### config.mk
export PLATFORM = sky130hd
export DESIGN_NAME = wide_add_seq_flat
export DESIGN_NICKNAME = d
export VERILOG_FILES = /design/src/rtl/wide_add_pkg.sv /design/src/rtl/wide_add_seq_if.sv /design/src/rtl/wide_add_seq_byte_adder.sv /design/src/rtl/wide_add_seq.sv /design/src/flat_wrapper.sv
export SDC_FILE = /design/constraint.sdc
export NUM_CORES = 1
export LEC_CHECK = 0
export CAP_MARGIN = 20
export CORE_MARGIN = 5
export CORE_UTILIZATION = 35
export CTS_BUF_LIST = sky130_fd_sc_hd__clkbuf_4
export DETAILED_ROUTE_END_ITERATION = 6
export PLACE_DENSITY = 0.59
export RECOVER_POWER = 50
export SLEW_MARGIN = 25
export SYNTH_ARGS = -nofsm -noshare
export SYNTH_HDL_FRONTEND = slang
export SYNTH_HIERARCHICAL = 1
export SYNTH_SLANG_ARGS = --single-unit
export TNS_END_PERCENT = 10
### constraint.sdc
create_clock -name clk -period 3.2 [get_ports clk]
set_input_delay 0.64 -clock clk [delete_from_list [all_inputs] [get_ports clk]]
set_output_delay 0.64 -clock clk [all_outputs]
set_load 0.01 [all_outputs]
### src/rtl/wide_add_pkg.sv
// wide_add_pkg: shared definitions for the byte-serial wide adder.
//   BYTE_W           : width of the shared adder slice
//   wide_add_state_t : controller states
//   idx_width()      : width of the byte index for a given operand size
package wide_add_pkg;

    localparam int BYTE_W = 8;

    typedef enum logic [1:0] {
        IDLE = 2'd0,
        RUN  = 2'd1,
        DONE = 2'd2
    } wide_add_state_t;

    // A 1-byte operand still needs a 1-bit index.
    function automatic int idx_width(input int nbytes);
        return (nbytes > 1) ? $clog2(nbytes) : 1;
    endfunction

endpackage

### src/rtl/wide_add_seq_if.sv
// wide_add_seq_if: operand/result handshake bundle for wide_add_seq.
//   Upstream  : in_valid/in_ready, a, b, cin (and sub when WIDE_ADD_SUB_EN)
//   Downstream: out_valid/out_ready, sum, cout
//   Status    : busy
// Modports: slave = the adder block, master = the producer/consumer side.
// Optional macro: WIDE_ADD_SUB_EN adds the sub request line.
interface wide_add_seq_if #(
    parameter int NBYTES = 4
);
    import wide_add_pkg::*;

    logic                       in_valid;
    logic                       in_ready;
    logic [NBYTES*BYTE_W-1:0]   a;
    logic [NBYTES*BYTE_W-1:0]   b;
    logic                       cin;
`ifdef WIDE_ADD_SUB_EN
    logic                       sub;
`endif
    logic                       out_valid;
    logic                       out_ready;
    logic [NBYTES*BYTE_W-1:0]   sum;
    logic                       cout;
    logic                       busy;

    modport slave (
        input  in_valid, a, b, cin,
`ifdef WIDE_ADD_SUB_EN
        input  sub,
`endif
        input  out_ready,
        output in_ready, out_valid, sum, cout, busy
    );

    modport master (
        output in_valid, a, b, cin,
`ifdef WIDE_ADD_SUB_EN
        output sub,
`endif
        output out_ready,
        input  in_ready, out_valid, sum, cout, busy
    );

endinterface

### src/rtl/wide_add_seq_byte_adder.sv
// byte_adder: combinational 8-bit carry-lookahead adder.
//   a, b : byte operands
//   ci   : carry in
//   s    : byte sum
//   co   : carry out
// Every carry is formed directly from generate/propagate terms and ci,
// so no carry depends on a lower carry output.
module byte_adder
    import wide_add_pkg::*;
(
    input  logic [BYTE_W-1:0] a,
    input  logic [BYTE_W-1:0] b,
    input  logic              ci,
    output logic [BYTE_W-1:0] s,
    output logic              co
);

    logic [BYTE_W-1:0] g;
    logic [BYTE_W-1:0] p;
    logic [BYTE_W:0]   c;

    assign g = a & b;
    assign p = a ^ b;

    // c[i+1] = g[i] | p[i]g[i-1] | ... | p[i]..p[0]ci
    always_comb begin : lookahead
        logic pp;
        c  = '0;
        pp = 1'b0;
        c[0] = ci;
        for (int i = 0; i < BYTE_W; i++) begin
            c[i+1] = g[i];
            pp     = p[i];
            for (int j = i - 1; j >= 0; j--) begin
                c[i+1] = c[i+1] | (pp & g[j]);
                pp     = pp & p[j];
            end
            c[i+1] = c[i+1] | (pp & ci);
        end
    end

    assign s  = p ^ c[BYTE_W-1:0];
    assign co = c[BYTE_W];

endmodule

### src/rtl/wide_add_seq.sv
// wide_add_seq: NBYTES*8-bit adder built from one shared 8-bit adder,
// processing one byte per cycle, LSB first, with the carry held in a register.
//   clk, rst_n : clock, synchronous active-low reset
//   bus.slave  : in_valid/in_ready + a, b, cin (+ sub) upstream;
//                out_valid/out_ready + sum, cout downstream; busy status
// Optional macro: WIDE_ADD_SUB_EN -- sub=1 at accept computes a - b
// (captures ~b, forces carry-in to 1; cout = 1 means no borrow).
module wide_add_seq
    import wide_add_pkg::*;
#(
    parameter int NBYTES = 4
) (
    input  logic          clk,
    input  logic          rst_n,
    wide_add_seq_if.slave bus
);

    localparam int                IDX_W = idx_width(NBYTES);
    localparam logic [IDX_W-1:0]  LAST  = IDX_W'(NBYTES - 1);

    wide_add_state_t state, state_nxt;

    logic [NBYTES-1:0][BYTE_W-1:0] a_reg;
    logic [NBYTES-1:0][BYTE_W-1:0] b_reg;
    logic [NBYTES-1:0][BYTE_W-1:0] sum_reg;
    logic [IDX_W-1:0]              idx;
    logic                          carry_reg;
    logic                          cout_reg;

    logic                          accept;
    logic [NBYTES*BYTE_W-1:0]      b_cap;
    logic                          cin_eff;
    logic [BYTE_W-1:0]             add_s;
    logic                          add_co;

    assign accept = (state == IDLE) && bus.in_valid;

`ifdef WIDE_ADD_SUB_EN
    // Two's-complement subtract: a + ~b + 1.
    assign b_cap   = bus.sub ? ~bus.b : bus.b;
    assign cin_eff = bus.sub ? 1'b1   : bus.cin;
`else
    assign b_cap   = bus.b;
    assign cin_eff = bus.cin;
`endif

    byte_adder u_byte_adder (
        .a  (a_reg[idx]),
        .b  (b_reg[idx]),
        .ci (carry_reg),
        .s  (add_s),
        .co (add_co)
    );

    always_ff @(posedge clk) begin
        if (!rst_n) begin
            state <= IDLE;
        end else begin
            state <= state_nxt;
        end
    end

    // Handshake outputs depend on state only, so no input reaches an output
    // combinationally.
    always_comb begin
        state_nxt     = state;
        bus.in_ready  = 1'b0;
        bus.out_valid = 1'b0;
        bus.busy      = 1'b0;
        case (state)
            IDLE: begin
                bus.in_ready = 1'b1;
                if (bus.in_valid) state_nxt = RUN;
            end
            RUN: begin
                bus.busy = 1'b1;
                if (idx == LAST) state_nxt = DONE;
            end
            DONE: begin
                bus.out_valid = 1'b1;
                if (bus.out_ready) state_nxt = IDLE;
            end
            default: state_nxt = IDLE;
        endcase
    end

    always_ff @(posedge clk) begin
        if (!rst_n) begin
            a_reg     <= '0;
            b_reg     <= '0;
            sum_reg   <= '0;
            idx       <= '0;
            carry_reg <= 1'b0;
            cout_reg  <= 1'b0;
        end else if (accept) begin
            a_reg     <= bus.a;
            b_reg     <= b_cap;
            carry_reg <= cin_eff;
            idx       <= '0;
        end else if (state == RUN) begin
            // Unwritten upper bytes keep stale data until their cycle comes.
            sum_reg[idx] <= add_s;
            carry_reg    <= add_co;
            if (idx == LAST) begin
                cout_reg <= add_co;
                idx      <= '0;
            end else begin
                idx      <= idx + IDX_W'(1);
            end
        end
    end

    assign bus.sum  = sum_reg;
    assign bus.cout = cout_reg;

endmodule

### src/flat_wrapper.sv
// flat-port wrapper written by rule: the top's interface ports become plain ports
module wide_add_seq_flat import wide_add_pkg::*;
#(
    parameter int NBYTES = 4
)
  (clk, rst_n, bus_in_valid, bus_a, bus_b, bus_cin, bus_out_ready, bus_in_ready, bus_out_valid, bus_sum, bus_cout, bus_busy);
  wide_add_seq_if #(.NBYTES(NBYTES)) bus_i ();
  input  logic clk;
  input  logic rst_n;
  input wire logic [$bits(bus_i.in_valid)-1:0] bus_in_valid;
  input wire logic [$bits(bus_i.a)-1:0] bus_a;
  input wire logic [$bits(bus_i.b)-1:0] bus_b;
  input wire logic [$bits(bus_i.cin)-1:0] bus_cin;
  input wire logic [$bits(bus_i.out_ready)-1:0] bus_out_ready;
  output wire logic [$bits(bus_i.in_ready)-1:0] bus_in_ready;
  output wire logic [$bits(bus_i.out_valid)-1:0] bus_out_valid;
  output wire logic [$bits(bus_i.sum)-1:0] bus_sum;
  output wire logic [$bits(bus_i.cout)-1:0] bus_cout;
  output wire logic [$bits(bus_i.busy)-1:0] bus_busy;
  assign bus_i.in_valid = bus_in_valid;
  assign bus_i.a = bus_a;
  assign bus_i.b = bus_b;
  assign bus_i.cin = bus_cin;
  assign bus_i.out_ready = bus_out_ready;
  assign bus_in_ready = bus_i.in_ready;
  assign bus_out_valid = bus_i.out_valid;
  assign bus_sum = bus_i.sum;
  assign bus_cout = bus_i.cout;
  assign bus_busy = bus_i.busy;
  wide_add_seq #(.NBYTES(NBYTES)) u_core (.clk(clk), .rst_n(rst_n), .bus(bus_i));
endmodule
==> results of run 1 <==
cells in the final DEF, fill, tap and decap left out, types with 4 or more instances in the layout:
cell / instances
nand2_1: 131
dfxtp_1: 102
clkdlybuf4s50_1: 101
a21boi_0: 65
mux2i_1: 35
nor2b_1: 34
mux4_2: 16
ha_1: 13
clkbuf_4: 9
inv_1: 8
nor2_1: 6
nand3b_1: 4
a21oi_1: 4
xnor2_1: 4
power groups by stage:
stage / Combinational [mW] / Sequential [mW] / Clock, mW
after detailed placement: 0.413 / 1.40 / 0
after global placement: 0.405 / 1.40 / 0
after floorplan: 0.248 / 1.39 / 0
after CTS: 0.414 / 1.37 / 0.665
final: 0.401 / 1.37 / 0.642
after global routing: 0.447 / 1.38 / 0.718
tightest hold or removal path: cells and delay by family, from the launching register on:
family	cells	cell delay [ps]
AO/OA/AOI/OAI	1	60
AND/OR/NAND/NOR	1	50
flip-flops	1	340
per-layer routing:
layer	routed length (um)	global-route usage, %	vias to the layer above	part of all wire (%)
met3	448	2.516	10	4.1
li1	-	-	1780	-
met4	119	4.018	0	1.1
met5	0	0	-	0
met1	5114	18.67	1602	47
met2	5209	23.70	82	48
stage by stage:
step | hold WS (ps) | std cells | worst slack, ps
4_1_cts | 466.9 | 746 | 275.7
3_3_place_gp | 448.1 | 731 | 434.6
2_1_floorplan | 431.9 | 482 | 556.2
6_report | 472.8 | 747 | 277.9
3_5_place_dp | 448.1 | 731 | 312.3
5_1_grt | 500.5 | 747 | 123.7
cell families (layout without fill, tap and decap cells):
logic type | after synthesis | count (layout) | share of synthesized area (%)
simple gates | 186 | 186 | 17.92
buf+inv | 44 | 132 | 4.655
mux | 51 | 51 | 15.37
other cells | 0 | 1 | 0
flops | 102 | 102 | 44.17
fa+ha+maj | 14 | 14 | 3.951
xor+xnor | 6 | 6 | 1.137
compound gates | 79 | 79 | 12.80
final cells by class:
class	instances	area (um2)	area share, %
diodes	1	2.502	0.04237
clock buffers	9	67.56	1.144
clock inverters	6	63.81	1.081
inverters	8	30.03	0.5085
multi-input cells	336	2371	40.15
flip-flops and latches	102	2042	34.58
well taps	176	220.2	3.729
repair buffers	109	1109	18.77
worst paths after layout:
check / endpoint / slack [ps] / depth (start not counted)
worst min register to register: u_core/a_reg[2] / 470 / 2
worst max-delay path: u_core/bus.sum[23] / 280 / 9
worst min-delay path: u_core/a_reg[2] / 470 / 2
worst max register to register: u_core/bus.sum[23] / 280 / 9
==> results.py, run 1 <==
metrics = {
    "grt": {
        "grt_overflow": 0,
        "antenna_found_initial": 1,
        "grt_start_max_net_pins": 69,
        "grt_pass1_wl_um": 18040,
        "grt_usage_pct": 14.08,
        "grt_pass1_vias": 3589,
    },
    "clocking": {
        "cts-buffers-inserted": 9,
        "cts_tree": "built",
        "htree_levels": 3,
        "hold_buffers": 0,
        "clock_path_buffers": 2,
        "cts_resized": 0,
        "cts_root_buf": "clkbuf_4",
        "path_clk_slew_ps": 150,
        "clock_latency_ps": 430,
        "numClockSinks": 102,
        "cts_setup_buffers": 0,
    },
    "placed_design": {
        "dp_hpwl_um": 8244,
        "routabilityCongestion": 0.7618,
        "port_buffers": 104,
        "placed_cell_area_um2": 5787,
    },
    "logic_synthesis": {
        "synth_top_area_share_pct": 44.17,
        "syn-num-nets": 565,
        "synthArstFlopShare_pct": 0,
        "ys.flop_type": "dfxtp_1",
        "synth_warnings": 6,
        "synth_edf_count": 0,
        "synth_top_cell_by_area": "dfxtp_1",
        "synth_most_common_cell": "nand2_1",
        "synth_common_cells": "nand2_1, dfxtp_1, a21boi_0",
        "synth_area_leaders": "dfxtp_1, nand2_1, a21boi_0",
        "synth_area_per_cell_um2": 9.592,
        "ys_seq_area_share_pct": 44.17,
        "ys_ff_latch": 102,
        "synth_cell_types": 35,
        "netlist_instances": 482,
        "syn_area_um2": 4623,
    },
    "floorplan": {
        "die_w_um": 124.9,
        "io_pins": 105,
        "fp.dieArea_um2": 15610,
        "die_h_um": 124.9,
        "core_area_um2": 13090,
        "rows": 42,
        "start_util_pct": 35.33,
    },
    "sta": {
        "clock_skew_ps": 18.93,
        "slew_headroom_pct": 14.33,
        "setup_tns_ps": 0,
        "hold_viol_final": 0,
        "period_share_pct": 91.32,
        "rsz0062_at_grt": "false",
        "min_period_ps": 2922,
        "fmax_ghz": 0.3422,
        "worst_pin_slew_ps": 1285,
        "drv_slew": 0,
        "setup_viol": 0,
    },
    "detailed_routing": {
        "wl_um": 10890,
        "dr.pass1.iters": 4,
        "num_vias": 3474,
        "ant_nets": 0,
        "viasPerCell": 4.651,
        "route.detailed.drc": 0,
        "first_iter_violations": 206,
        "routedWlPerCell_um": 14.58,
    },
    "critical_path": {
        "cp.arrival_ps": 3300,
        "path_max_fanout": 16,
        "critical_path.cell_chain": "buf_12 -> mux4_2 -> ha_1 -> a21oi_2 -> o2111ai_2 -> a221o_1 -> xor2_1 -> mux2i_1 -> nor2b_1",
        "worst_path_max_delay_cell": "mux4_2",
        "worstSetupPathType": "flop to flop",
        "r2r-start": "u_core/idx[1]",
        "crit_path_max_incr_delay_ps": 530,
        "crit_path_end_kind": "flop",
        "cp-start-kind": "flop",
        "path_delay_family": "compound AO/OA/AOI/OAI gates",
        "critPathLaunch": "u_core/idx[1]",
        "path_buf_inv": 1,
        "worstPathRequired_ps": 3580,
    },
    "power": {
        "p_clk_share_pct": 26.6,
        "leakagePower_nw": 2.358,
        "p_sw_share_pct": 26.35,
        "power_density_nw_per_um2": 408.3,
        "p_seq_share_pct": 56.8,
        "p_sw_mw": 0.6353,
        "p_int_mw": 1.776,
        "power_mw": 2.411,
        "combPwrFrac_pct": 16.6,
        "irDropWorstVdd_mv": 0.1504,
    },
    "flow_run": {
        "cap_violations": 0,
    },
    "layout": {
        "drive_gt1_share_pct": 7.193,
        "areaGrowthSynthToFinish_pct": 27.74,
        "nFillCells": 1249,
        "design_area_um2": 5906,
        "nets": 649,
        "final_core_util_pct": 45.13,
    },
    "status": {
        "outcome": "finished clean",
    },
    "worst_hold_path": {
        "hold_start": "u_core/a_reg[2]",
        "min-delay-path-class": "flop to flop",
    },
}
Power figures use the tool's default switching activity.
==> inputs of run 2 (changes only) <==
--- a/config.mk
+++ b/config.mk
@@ -11,7 +11,6 @@
 export CTS_BUF_LIST = sky130_fd_sc_hd__clkbuf_4
 export DETAILED_ROUTE_END_ITERATION = 6
 export PLACE_DENSITY = 0.59
-export RECOVER_POWER = 50
 export SLEW_MARGIN = 25
 export SYNTH_ARGS = -nofsm -noshare
 export SYNTH_HDL_FRONTEND = slang
==> run 2 against run 1 <==
Net effect:
- power increased by 0.32%
- global-route usage is the same
- clock power about the same
- sequential power barely moved
- critical path depth did not move
- largest power group unchanged
==> results.py, run 2 (synthesis results as in run 1) <==
metrics = {
    "sta": {
        "worst_pin_slew_ps": 754.8,
        "hold_viol_final": 0,
        "setup_tns_ps": 0,
        "setup_viol": 0,
        "period_share_pct": 91.22,
        "rsz0062_at_grt": "false",
        "drv_slew": 0,
        "timing.hold.ws_ps": 464.1,
        "fmax_ghz": 0.3426,
        "min_period_ps": 2919,
        "clock_skew_ps": 18.64,
        "slew_headroom_pct": 49.53,
    },
    "critical_path": {
        "r2r_cells": 9,
        "r2r-start": "u_core/idx[1]",
        "path_max_fanout": 16,
        "critical_path.cell_chain": "buf_12 -> mux4_2 -> ha_1 -> a21oi_2 -> o2111ai_2 -> a221o_1 -> xor2_1 -> mux2i_1 -> nor2b_1",
        "worstReg2RegEnd": "u_core/bus.sum[23]",
        "crit_cells": 9,
        "crit_path_end_kind": "flop",
        "r2r_slack_ps": 280,
        "path_buf_inv": 1,
        "critPathLaunch": "u_core/idx[1]",
        "worst_path_max_delay_cell": "mux4_2",
        "crit_path_max_incr_delay_ps": 530,
        "worstPathRequired_ps": 3580,
        "path_delay_family": "compound AO/OA/AOI/OAI gates",
        "worstSetupPathType": "flop to flop",
        "cp-start-kind": "flop",
        "endpoint": "u_core/bus.sum[23]",
        "cp.arrival_ps": 3290,
    },
    "floorplan": {
        "die_w_um": 124.9,
        "fp.dieArea_um2": 15610,
        "start_util_pct": 35.33,
        "core_area_um2": 13090,
        "die_h_um": 124.9,
        "rows": 42,
        "io_pins": 105,
    },
    "layout": {
        "layout_common_cells": "nand2_1, clkdlybuf4s50_1, dfxtp_1",
        "areaGrowthSynthToFinish_pct": 28.06,
        "final_common_cell": "nand2_1",
        "drive_gt1_share_pct": 7.193,
        "nets": 649,
    },
    "clocking": {
        "hold_buffers": 0,
        "cts_tree": "built",
        "cts_root_buf": "clkbuf_4",
        "path_clk_slew_ps": 150,
        "cts-buffers-inserted": 9,
        "cts_setup_buffers": 0,
        "clock_latency_ps": 430,
        "cts_resized": 0,
        "clock_path_buffers": 2,
        "htree_levels": 3,
        "numClockSinks": 102,
    },
    "grt": {
        "antenna_found_initial": 1,
        "grt_start_max_net_pins": 69,
        "grt_pass1_vias": 3589,
        "grt_pass1_wl_um": 18040,
        "grt_usage_pct": 14.08,
        "grt_overflow": 0,
    },
    "detailed_routing": {
        "ant_nets": 0,
        "num_vias": 3473,
        "first_iter_violations": 199,
        "viasPerCell": 4.649,
        "route.detailed.drc": 0,
        "routedWlPerCell_um": 14.69,
        "wl_um": 10970,
        "dr.pass1.iters": 4,
    },
    "power": {
        "p_seq_share_pct": 56.6,
        "p_sw_mw": 0.6387,
        "combPwrFrac_pct": 16.8,
        "p_clk_share_pct": 26.6,
        "p_sw_share_pct": 26.40,
        "power_mw": 2.419,
        "power_density_nw_per_um2": 408.6,
        "p_int_mw": 1.780,
        "leakagePower_nw": 2.366,
        "irDropWorstVdd_mv": 0.1497,
    },
    "worst_hold_path": {
        "min_path_cells": 2,
        "min-delay-path-class": "flop to flop",
    },
    "status": {
        "outcome": "finished clean",
    },
    "placed_design": {
        "routabilityCongestion": 0.7618,
        "port_buffers": 104,
        "dp_hpwl_um": 8244,
    },
    "flow_run": {
        "cap_violations": 0,
    },
}
[run 2: worst register-to-register path, delay by kind of cell (launching register included)]
kind / cells / cell delay, ps
compound gates: 3 / 790
mux: 2 / 660
flops: 1 / 480
fa+ha+maj: 1 / 310
xor+xnor: 1 / 290
buf+inv: 1 / 200
simple gates: 1 / 140
[run 2: metrics by stage]
stage | instances | cell area [um2] | utilization [%] | setup slack (ps)
after floorplan | 482 | 4623 | - | 556.2
after global placement | 731 | 5787 | 44.22 | 434.6
after detailed placement | 731 | 5787 | 44.22 | 312.3
after CTS | 746 | 5918 | 45.23 | 275.7
after global routing | 747 | 5921 | 45.25 | 123.7
final | 747 | 5921 | 45.25 | 280.8
[run 2: worst min path at each step]
stage                                start                to  slack [ps]
final                     u_core/b_reg[28]  u_core/b_reg[28]         460
after global routing      u_core/b_reg[20]  u_core/b_reg[20]         490
after CTS                 u_core/b_reg[28]  u_core/b_reg[28]         470
after detailed placement  u_core/b_reg[28]  u_core/b_reg[28]         450
after global placement    u_core/b_reg[28]  u_core/b_reg[28]         450
after floorplan           u_core/b_reg[26]  u_core/b_reg[26]         430
[run 2: power groups by stage]
stage | clock network (mW) | registers (mW) | logic (mW)
floorplan | 0 | 1.39 | 0.248
global placement | 0 | 1.40 | 0.405
detailed placement | 0 | 1.40 | 0.413
CTS | 0.665 | 1.37 | 0.414
global route | 0.718 | 1.38 | 0.452
finish | 0.642 | 1.37 | 0.408
[run 2: area by class of cell]
cell class | count | area, um2
fill | 1248 | 7164
multi-input combinational | 336 | 2371
sequential | 102 | 2042
timing repair buffer | 109 | 1124
tap | 176 | 220.2
clock buffer | 9 | 67.56
clock inverter | 6 | 63.81
inverter | 8 | 30.03
antenna | 1 | 2.502
[run 2: layer usage]
metal | vias up | part of all wire (%) | track usage (%)
li1 | 1776 | - | -
met1 | 1597 | 47 | 18.67
met2 | 90 | 47 | 23.70
met3 | 10 | 4.6 | 2.516
met4 | 0 | 1.1 | 4.018
met5 | - | 0 | 0
